File: src/rtl/adder_pkg.sv
// rtl/adder_pkg.sv - shared constants and chunk adder for the pipelined adder
package adder_pkg;

    localparam int unsigned DEFAULT_WIDTH = 16;
    localparam int unsigned DEFAULT_CHUNK = 4;
    localparam int unsigned MAX_CHUNK     = 64;

    // Ripple add of the low n bits; the carry out of bit n-1 lands in bit MAX_CHUNK.
    function automatic logic [MAX_CHUNK:0] add_chunk(
        input logic [MAX_CHUNK-1:0] a,
        input logic [MAX_CHUNK-1:0] b,
        input logic                 cin,
        input int unsigned          n
    );
        logic [MAX_CHUNK:0] r;
        logic               c;
        r = '0;
        c = cin;
        for (int unsigned i = 0; i < MAX_CHUNK; i++) begin
            if (i < n) begin
                r[i] = a[i] ^ b[i] ^ c;
                c    = (a[i] & b[i]) | (c & (a[i] ^ b[i]));
            end
        end
        r[MAX_CHUNK] = c;
        return r;
    endfunction

endpackage

File: src/rtl/adder_pipe_stage.sv
// rtl/adder_pipe_stage.sv - one pipeline slice: resolves chunk IDX and registers its carry
module adder_pipe_stage
    import adder_pkg::*;
#(
    parameter int unsigned WIDTH = DEFAULT_WIDTH,
    parameter int unsigned CHUNK = DEFAULT_CHUNK,
    parameter int unsigned IDX   = 0
) (
    input  logic             clk,
    input  logic             rst_n,
    input  logic             in_valid_i,
    output logic             in_ready_o,
    input  logic [WIDTH-1:0] in_res_i,
    input  logic             in_carry_i,
    input  logic [WIDTH-1:0] in_a_i,
    input  logic [WIDTH-1:0] in_b_i,
    output logic             out_valid_o,
    input  logic             out_ready_i,
    output logic [WIDTH-1:0] out_res_o,
    output logic             out_carry_o,
    output logic [WIDTH-1:0] out_a_o,
    output logic [WIDTH-1:0] out_b_o,
    output logic             out_ovf_o
);

    localparam int unsigned LO = IDX * CHUNK;

    logic                 valid_q, valid_d;
    logic                 carry_q, carry_d;
    logic                 ovf_q, ovf_d;
    logic [WIDTH-1:0]     res_q, res_d;
    logic [WIDTH-1:0]     a_q, b_q;
    logic [MAX_CHUNK-1:0] a_ext, b_ext;
    logic [MAX_CHUNK:0]   sum;
    logic                 load;
    logic                 unused_sum;

    assign in_ready_o = !valid_q || out_ready_i;
    assign load       = in_valid_i && in_ready_o;
    assign unused_sum = ^sum;

    always_comb begin
        a_ext = '0;
        b_ext = '0;
        a_ext[CHUNK-1:0] = in_a_i[LO +: CHUNK];
        b_ext[CHUNK-1:0] = in_b_i[LO +: CHUNK];
        sum   = add_chunk(a_ext, b_ext, in_carry_i, CHUNK);
        res_d = in_res_i;
        res_d[LO +: CHUNK] = sum[CHUNK-1:0];
        carry_d = sum[MAX_CHUNK];
        // Only meaningful in the last slice, where res_d holds the full-width MSB.
        ovf_d   = (in_a_i[WIDTH-1] == in_b_i[WIDTH-1]) && (res_d[WIDTH-1] != in_a_i[WIDTH-1]);
        valid_d = in_ready_o ? in_valid_i : valid_q;
    end

    always_ff @(posedge clk or negedge rst_n) begin
        if (!rst_n) begin
            valid_q <= 1'b0;
            carry_q <= 1'b0;
            ovf_q   <= 1'b0;
            res_q   <= '0;
            a_q     <= '0;
            b_q     <= '0;
        end else begin
            valid_q <= valid_d;
            if (load) begin
                carry_q <= carry_d;
                ovf_q   <= ovf_d;
                res_q   <= res_d;
                a_q     <= in_a_i;
                b_q     <= in_b_i;
            end
        end
    end

    assign out_valid_o = valid_q;
    assign out_res_o   = res_q;
    assign out_carry_o = carry_q;
    assign out_a_o     = a_q;
    assign out_b_o     = b_q;
    assign out_ovf_o   = ovf_q;

endmodule

File: src/rtl/adder_pipe.sv
// rtl/adder_pipe.sv - pipelined ripple-carry adder/subtractor, one CHUNK per stage
module adder_pipe
    import adder_pkg::*;
#(
    parameter int unsigned WIDTH = DEFAULT_WIDTH,
    parameter int unsigned CHUNK = DEFAULT_CHUNK
) (
    input  logic             clk,
    input  logic             rst_n,
    input  logic             in_valid,
    output logic             in_ready,
    input  logic [WIDTH-1:0] a,
    input  logic [WIDTH-1:0] b,
    input  logic             cin,
    input  logic             sub,
    output logic             out_valid,
    input  logic             out_ready,
    output logic [WIDTH-1:0] q,
    output logic             cout,
    output logic             ovf
);

    localparam int unsigned STAGES = WIDTH / CHUNK;

    if ((CHUNK < 1) || (CHUNK > MAX_CHUNK) || ((WIDTH % CHUNK) != 0)) begin : g_bad_cfg
        $error("adder_pipe: WIDTH must be a positive multiple of CHUNK (1..MAX_CHUNK)");
    end

    logic [STAGES:0]  v;
    logic [STAGES:0]  r;
    logic [STAGES:0]  c_s;
    logic [STAGES-1:0] ovf_s;
    logic [WIDTH-1:0] res_s [STAGES+1];
    logic [WIDTH-1:0] a_s   [STAGES+1];
    logic [WIDTH-1:0] b_s   [STAGES+1];
    logic             unused_tail;

    // Subtraction folds into addition: a + ~b + 1, with cin overridden.
    assign v[0]     = in_valid;
    assign res_s[0] = '0;
    assign a_s[0]   = a;
    assign b_s[0]   = sub ? ~b : b;
    assign c_s[0]   = sub | cin;
    assign r[STAGES] = out_ready;
    assign in_ready = rst_n & r[0];

    for (genvar k = 0; k < STAGES; k++) begin : g_stage
        adder_pipe_stage #(
            .WIDTH (WIDTH),
            .CHUNK (CHUNK),
            .IDX   (k)
        ) u_stage (
            .clk         (clk),
            .rst_n       (rst_n),
            .in_valid_i  (v[k]),
            .in_ready_o  (r[k]),
            .in_res_i    (res_s[k]),
            .in_carry_i  (c_s[k]),
            .in_a_i      (a_s[k]),
            .in_b_i      (b_s[k]),
            .out_valid_o (v[k+1]),
            .out_ready_i (r[k+1]),
            .out_res_o   (res_s[k+1]),
            .out_carry_o (c_s[k+1]),
            .out_a_o     (a_s[k+1]),
            .out_b_o     (b_s[k+1]),
            .out_ovf_o   (ovf_s[k])
        );
    end

    assign out_valid   = v[STAGES];
    assign q           = res_s[STAGES];
    assign cout        = c_s[STAGES];
    assign ovf         = ovf_s[STAGES-1];
    assign unused_tail = ^{a_s[STAGES], b_s[STAGES], ovf_s};

endmodule
File: config.mk
export PLATFORM = sky130hd
export DESIGN_NAME = adder_pipe
export DESIGN_NICKNAME = d
export VERILOG_FILES = /design/src/rtl/adder_pkg.sv /design/src/rtl/adder_pipe_stage.sv /design/src/rtl/adder_pipe.sv
export SDC_FILE = /design/constraint.sdc
export NUM_CORES = 1
export LEC_CHECK = 0
export ABC_AREA = 1
export CORE_MARGIN = 1.5
export CORE_UTILIZATION = 55
export CTS_CLUSTER_SIZE = 28
export DETAILED_ROUTE_END_ITERATION = 16
export PLACE_DENSITY_LB_ADDON = 0.08
export SLEW_MARGIN = 20
export SYNTH_ARGS = -nofsm -noshare
export SYNTH_HDL_FRONTEND = slang
export SYNTH_SLANG_ARGS = --single-unit
File: constraint.sdc
create_clock -name clk -period 2.85 [get_ports clk]
set_clock_uncertainty 0.05 [all_clocks]
set_input_delay 0.855 -clock clk [delete_from_list [all_inputs] [get_ports clk]]
set_output_delay 0.855 -clock clk [all_outputs]
set_load 0.01 [all_outputs]
==> Yosys cells after proc, flatten, opt, wreduce, memory -nomap -nowiden <==
Index checks and enable logic that the tools add are counted.
{ "word_totals": {"out_inout_bits": 20, "word_cells": 118, "in_bits": 38, "register_bits": 145} }
{ "classes": {"n_mux": 1, "bitwise_logic": 83, "n_eq_ne": 2, "reduce_logical": 13} }
{ "ops": {"columns": ["cell", "count"], "rows": [
  ["$and 1x1->1", 33],
  ["$xor 1x1->1", 32],
  ["$or 1x1->1", 17],
  ["$mux 16", 1],
  ["$not 16->16", 1],
  ["$logic_and 1x1->1", 5],
  ["$logic_not 1->1", 4],
  ["$logic_or 1x1->1", 4],
  ["$eq 1x1->1", 1],
  ["$ne 1x1->1", 1]
]} }

==> Longest topological paths before layout <==
{ "logic_depth": {"ltp_word": 11, "ltp_mapped": 11} }

==> Modules after synthesis <==
Synthesis repeated with hierarchy kept, for this count alone.
{ "hier_totals": {"cells_unflattened": 971, "area_unflattened_um2": 8525.7} }
{ "modules_own_cells": {"columns": ["mod", "cells_per_inst", "instances", "seq_area_each_um2", "area_per_inst_um2"], "rows": [
  ["adder_pipe_stage (g_stage[0].u_stage ...)", 224, 3, 1276.2, 2047.0],
  ["adder_pipe_stage (g_stage[3].u_stage)", 227, 1, 1276.2, 2070.7],
  ["adder_pipe", 72, 1, 0.0, 314.1]
]} }

==> Least setup slack after synthesis <==
No wires, ideal clock.
{ "synth_timing": {"kind": "input to register", "start": "input sub", "end": "register g_stage[0].u_stage.res_q[3]", "path_stages": 11, "slack_ps": -309, "t_required_ps": 2683, "t_arrival_ps": 2992, "setup_time_ps": 117, "cell_sequence": "buf_2 -> buf_4 -> xor2_1 -> fa_1 -> inv_1 -> fa_1 -> fa_1 -> inv_1 -> fa_1 -> nand3_1 -> nand2_1"} }
{ "synth_between": {"elab_chain_len": 9} }
{ "synth_rtl": {"columns": ["item", "line", "rtl"], "rows": [
  ["start: declaration", "adder_pipe.sv:15", "input logic sub,"],
  ["$mux 16", "adder_pipe.sv:42", "assign b_s[0] = sub ? ~b : b;"],
  ["$xor 1x1->1", "adder_pkg.sv:22", "c = (a[i] & b[i]) | (c & (a[i] ^ b[i]));"],
  ["$and 1x1->1", "adder_pkg.sv:22", null],
  ["$or 1x1->1", "adder_pkg.sv:22", null],
  ["$and 1x1->1", "adder_pkg.sv:22", null],
  ["$or 1x1->1", "adder_pkg.sv:22", null],
  ["$and 1x1->1", "adder_pkg.sv:22", null],
  ["$or 1x1->1", "adder_pkg.sv:22", null],
  ["$xor 1x1->1 (*)", "adder_pkg.sv:21", "r[i] = a[i] ^ b[i] ^ c;"],
  ["named net g_stage[0].u_stage.res_d[3]", "adder_pipe_stage.sv:31", "logic [WIDTH-1:0] res_q, res_d;"],
  ["end signal: assignment", "adder_pipe_stage.sv:69", "res_q <= res_d;"],
  ["end: declaration", "adder_pipe_stage.sv:31", null]
]} }
Mark *: on every way through the listed nets, which the timed path passes. The rest lies on a longest branch.
A chain may end at the register's enable or synchronous reset.

==> Worst setup path after layout <==
Same ends and word-level chain as after synthesis.

==> impl_metrics.json <==
{
  "via_per_inst": 4.861,
  "synth_top_cells_by_area": "dfrtp_1 56%, nand2_1 17%, nand3_1 7.6%",
  "path_clk_slew_ns": 0.08,
  "synth_fp_nets": 525,
  "ctsHoldBuffers": 0,
  "ios": 58,
  "cp_data_arrival_time_ns": 2.94,
  "fin_crit_ns": 2.739,
  "place_area_sq_mm": 0.005027,
  "hp-class": "reg2reg",
  "coreArea_sq_mm": 0.007687,
  "synthArstFlopShare": 1.000,
  "crit_type": "in2reg",
  "power_leakage_nw": 2.725,
  "synth_seq_area_share": 0.5599,
  "grt_max_degree": 66,
  "gp_congestion": 0.7429,
  "place_hpwl_um": 5522,
  "fin_area_sq_mm": 0.005293,
  "netlist_area_sq_mm": 0.004335,
  "yosys_most_used_dff": "dfrtp_1",
  "cap_violations": 0,
  "worst_slew_pin_slew_ns": 0.7875,
  "synth-seq-cells": 97,
  "first_global_vias": 2961,
  "drive_gt1_frac": 0.07561,
  "path_max_fanout": 4,
  "num_vias": 3067,
  "cts_sinks": 97,
  "synth_edf_count": 0,
  "endpoint_kind": "flip-flop",
  "startpoint_type": "input port",
  "clockPowerShare": 0.228,
  "area_delta_synth_final_pct": 22.08,
  "wl_um": 7602,
  "required_ns": 3.05,
  "fmax_ghz": 0.3651,
  "clockBufferDepth": 2,
  "drc": 0,
  "report.final.slew_viol_count": 0,
  "total_power_mw": 4.979,
  "synthCells": 470,
  "netlist-cell-type-count": 24,
  "first_pass_iters": 4,
  "grt.total_usage": 0.2061,
  "nNetsFinal": 580,
  "cts.htree.levels": 3,
  "io_buffers": 57,
  "status": "finished, final reports clean",
  "std_cell_rows": 32,
  "mostFrequentLayoutCells": "191 x nand2_1, 97 x dfrtp_1, 66 x nand3_1, 52 x clkdlybuf4s50_1, 28 x inv_1",
  "final_common_cell": "nand2_1",
  "relSlewSlack": 0.4750,
  "ys_warn_count": 0,
  "seqPwrFrac": 0.433,
  "syn_avg_cell_area_sq_um": 9.224,
  "initial_core_util": 0.5640,
  "hold_viol_final": 0,
  "cts_tree": "yes",
  "synth.top_cell.area_share": 0.5599,
  "die_h_um": 91.79,
  "p_int_mw": 3.314,
  "yosys.area.top_type": "dfrtp_1",
  "p_sw_mw": 1.665,
  "p_comb_frac": 0.339,
  "clock_latency_ns": 0.36,
  "die_w_um": 91.79,
  "finalSetupViolCount": 0,
  "netSwitchingFraction": 0.3344,
  "n_antenna_cell": 0,
  "die_area_sq_mm": 0.008424,
  "grt_pass1_wl_um": 13540,
  "antenna_found_initial": 0,
  "drt_iter0_markers": 159,
  "cellPowerDensity_mw_per_mm2": 940.8,
  "routed_wire_length_per_instance_um": 12.05,
  "grt.overflow.total": 0,
  "peakVddDrop_mv": 0.3732,
  "cts_root_buffer": "clkbuf_8",
  "numCtsBuffers": 9,
  "postRouteAntennaNets": 0,
  "finalCritPeriodShare": 0.9610
}
-- final timing paths --
| check | startpoint | endpoint | slack, ns | cells after the start |
|---|---|---|---|---|
| max reg2reg | g_stage[2].u_stage.out_a_o[12]$_DFFE_PN0P_ | g_stage[3].u_stage.out_ovf_o$_DFFE_PN0P_ | 0.33 | 11 |
| min reg2reg | g_stage[3].u_stage.out_res_o[13]$_DFFE_PN0P_ | g_stage[3].u_stage.out_res_o[13]$_DFFE_PN0P_ | 0.43 | 2 |
| max in group asynchronous | rst_n | g_stage[1].u_stage.out_b_o[10]$_DFFE_PN0P_ | 1.16 | 3 |
| max | sub | g_stage[0].u_stage.out_res_o[3]$_DFFE_PN0P_ | 0.11 | 10 |
| min | g_stage[3].u_stage.out_res_o[13]$_DFFE_PN0P_ | g_stage[3].u_stage.out_res_o[13]$_DFFE_PN0P_ | 0.43 | 2 |
| min in group asynchronous | rst_n | g_stage[3].u_stage.out_ovf_o$_DFFE_PN0P_ | 0.47 | 2 |
-- Yosys cell counts (2+ instances only) --
library cell and count:
a21oi_1 4, buf_1 2, buf_2 10, buf_4 4
clkbuf_1 10, dfrtp_1 97, fa_1 16, inv_1 28
inv_2 2, nand2_1 191, nand3_1 66, nor2_1 6
o21ai_0 7, o21ai_1 3, xnor2_1 2, xor2_1 14
-- power groups by stage --
stage / Combinational (mW) / Sequential (mW) / Clock [mW]
finish: 1.69 / 2.16 / 1.14
detailed placement: 1.70 / 2.19 / 0
global placement: 1.63 / 2.16 / 0
global route: 1.96 / 2.22 / 1.21
CTS: 1.72 / 2.16 / 1.16
floorplan: 1.08 / 2.18 / 0
-- registers in the layout (all words and copies together) (netlist names) --
name,count
g_stage.u_stage.out_a_o,24
g_stage.u_stage.out_carry_o,4
g_stage.u_stage.out_valid_o,4
g_stage.u_stage.out_b_o,24
g_stage.u_stage.out_ovf_o,1
g_stage.u_stage.out_res_o,40
-- worst max-delay path, stage by stage --
cell	delay [ns]
clkdlybuf4s15_1	0.31
xor2_2	0.25
fa_2	0.21
inv_1	0.05
fa_2	0.33
fa_2	0.32
inv_1	0.07
fa_1	0.40
nand3_1	0.09
nand2_1	0.06
-- cell families after synthesis --
kind of cell | count (synthesis) | synth area share
and+or+nand+nor | 269 | 0.2574
xor gates and xnor gates | 16 | 0.03232
buffers and inverters | 57 | 0.05743
DFF | 97 | 0.5599
AOI/OAI and AO/OA | 14 | 0.01616
adders and majority gates | 17 | 0.07677
-- area by class of cell --
class	count	area [sq um]
clock inverters	5	127.6
inverters	30	112.6
well taps	102	127.6
flip-flops and latches	97	2427
fillers	641	2395
repair buffers	71	685.7
multi-input cells	316	1674
clock buffers	10	137.6
-- per-stage QoR --
stage	hold WS, ns	utilization	std cells	TNS (ns)	worst slack [ns]
after floorplan	0.3919	-	470	-0.06362	-0.06362
after global placement	0.4030	0.6540	616	-1.438	-0.5274
after detailed placement	0.4070	0.6540	616	-1.604	-0.5630
after CTS	0.4280	0.6880	631	0	0.004674
after global routing	0.4464	0.6885	631	-0.006622	-0.006622
final	0.4263	0.6885	631	0	0.1113
-- repair_timing --
action / CTS / global route
gates cloned: 0 / 0
resized for setup: 3 / 2
pin swaps: 0 / 1
setup buffers: 0 / 0
setup endpoints to repair: 3 / 1
-- per-layer routing --
layer	vias to the layer above	track usage	wire [um]
li1	1560	-	-
met1	1429	0.2750	3487
met3	10	0.04146	303
met4	0	0.08077	127
met5	-	0	0
met2	68	0.3346	3684
Note: power is estimated with default switching activity, not from simulation.
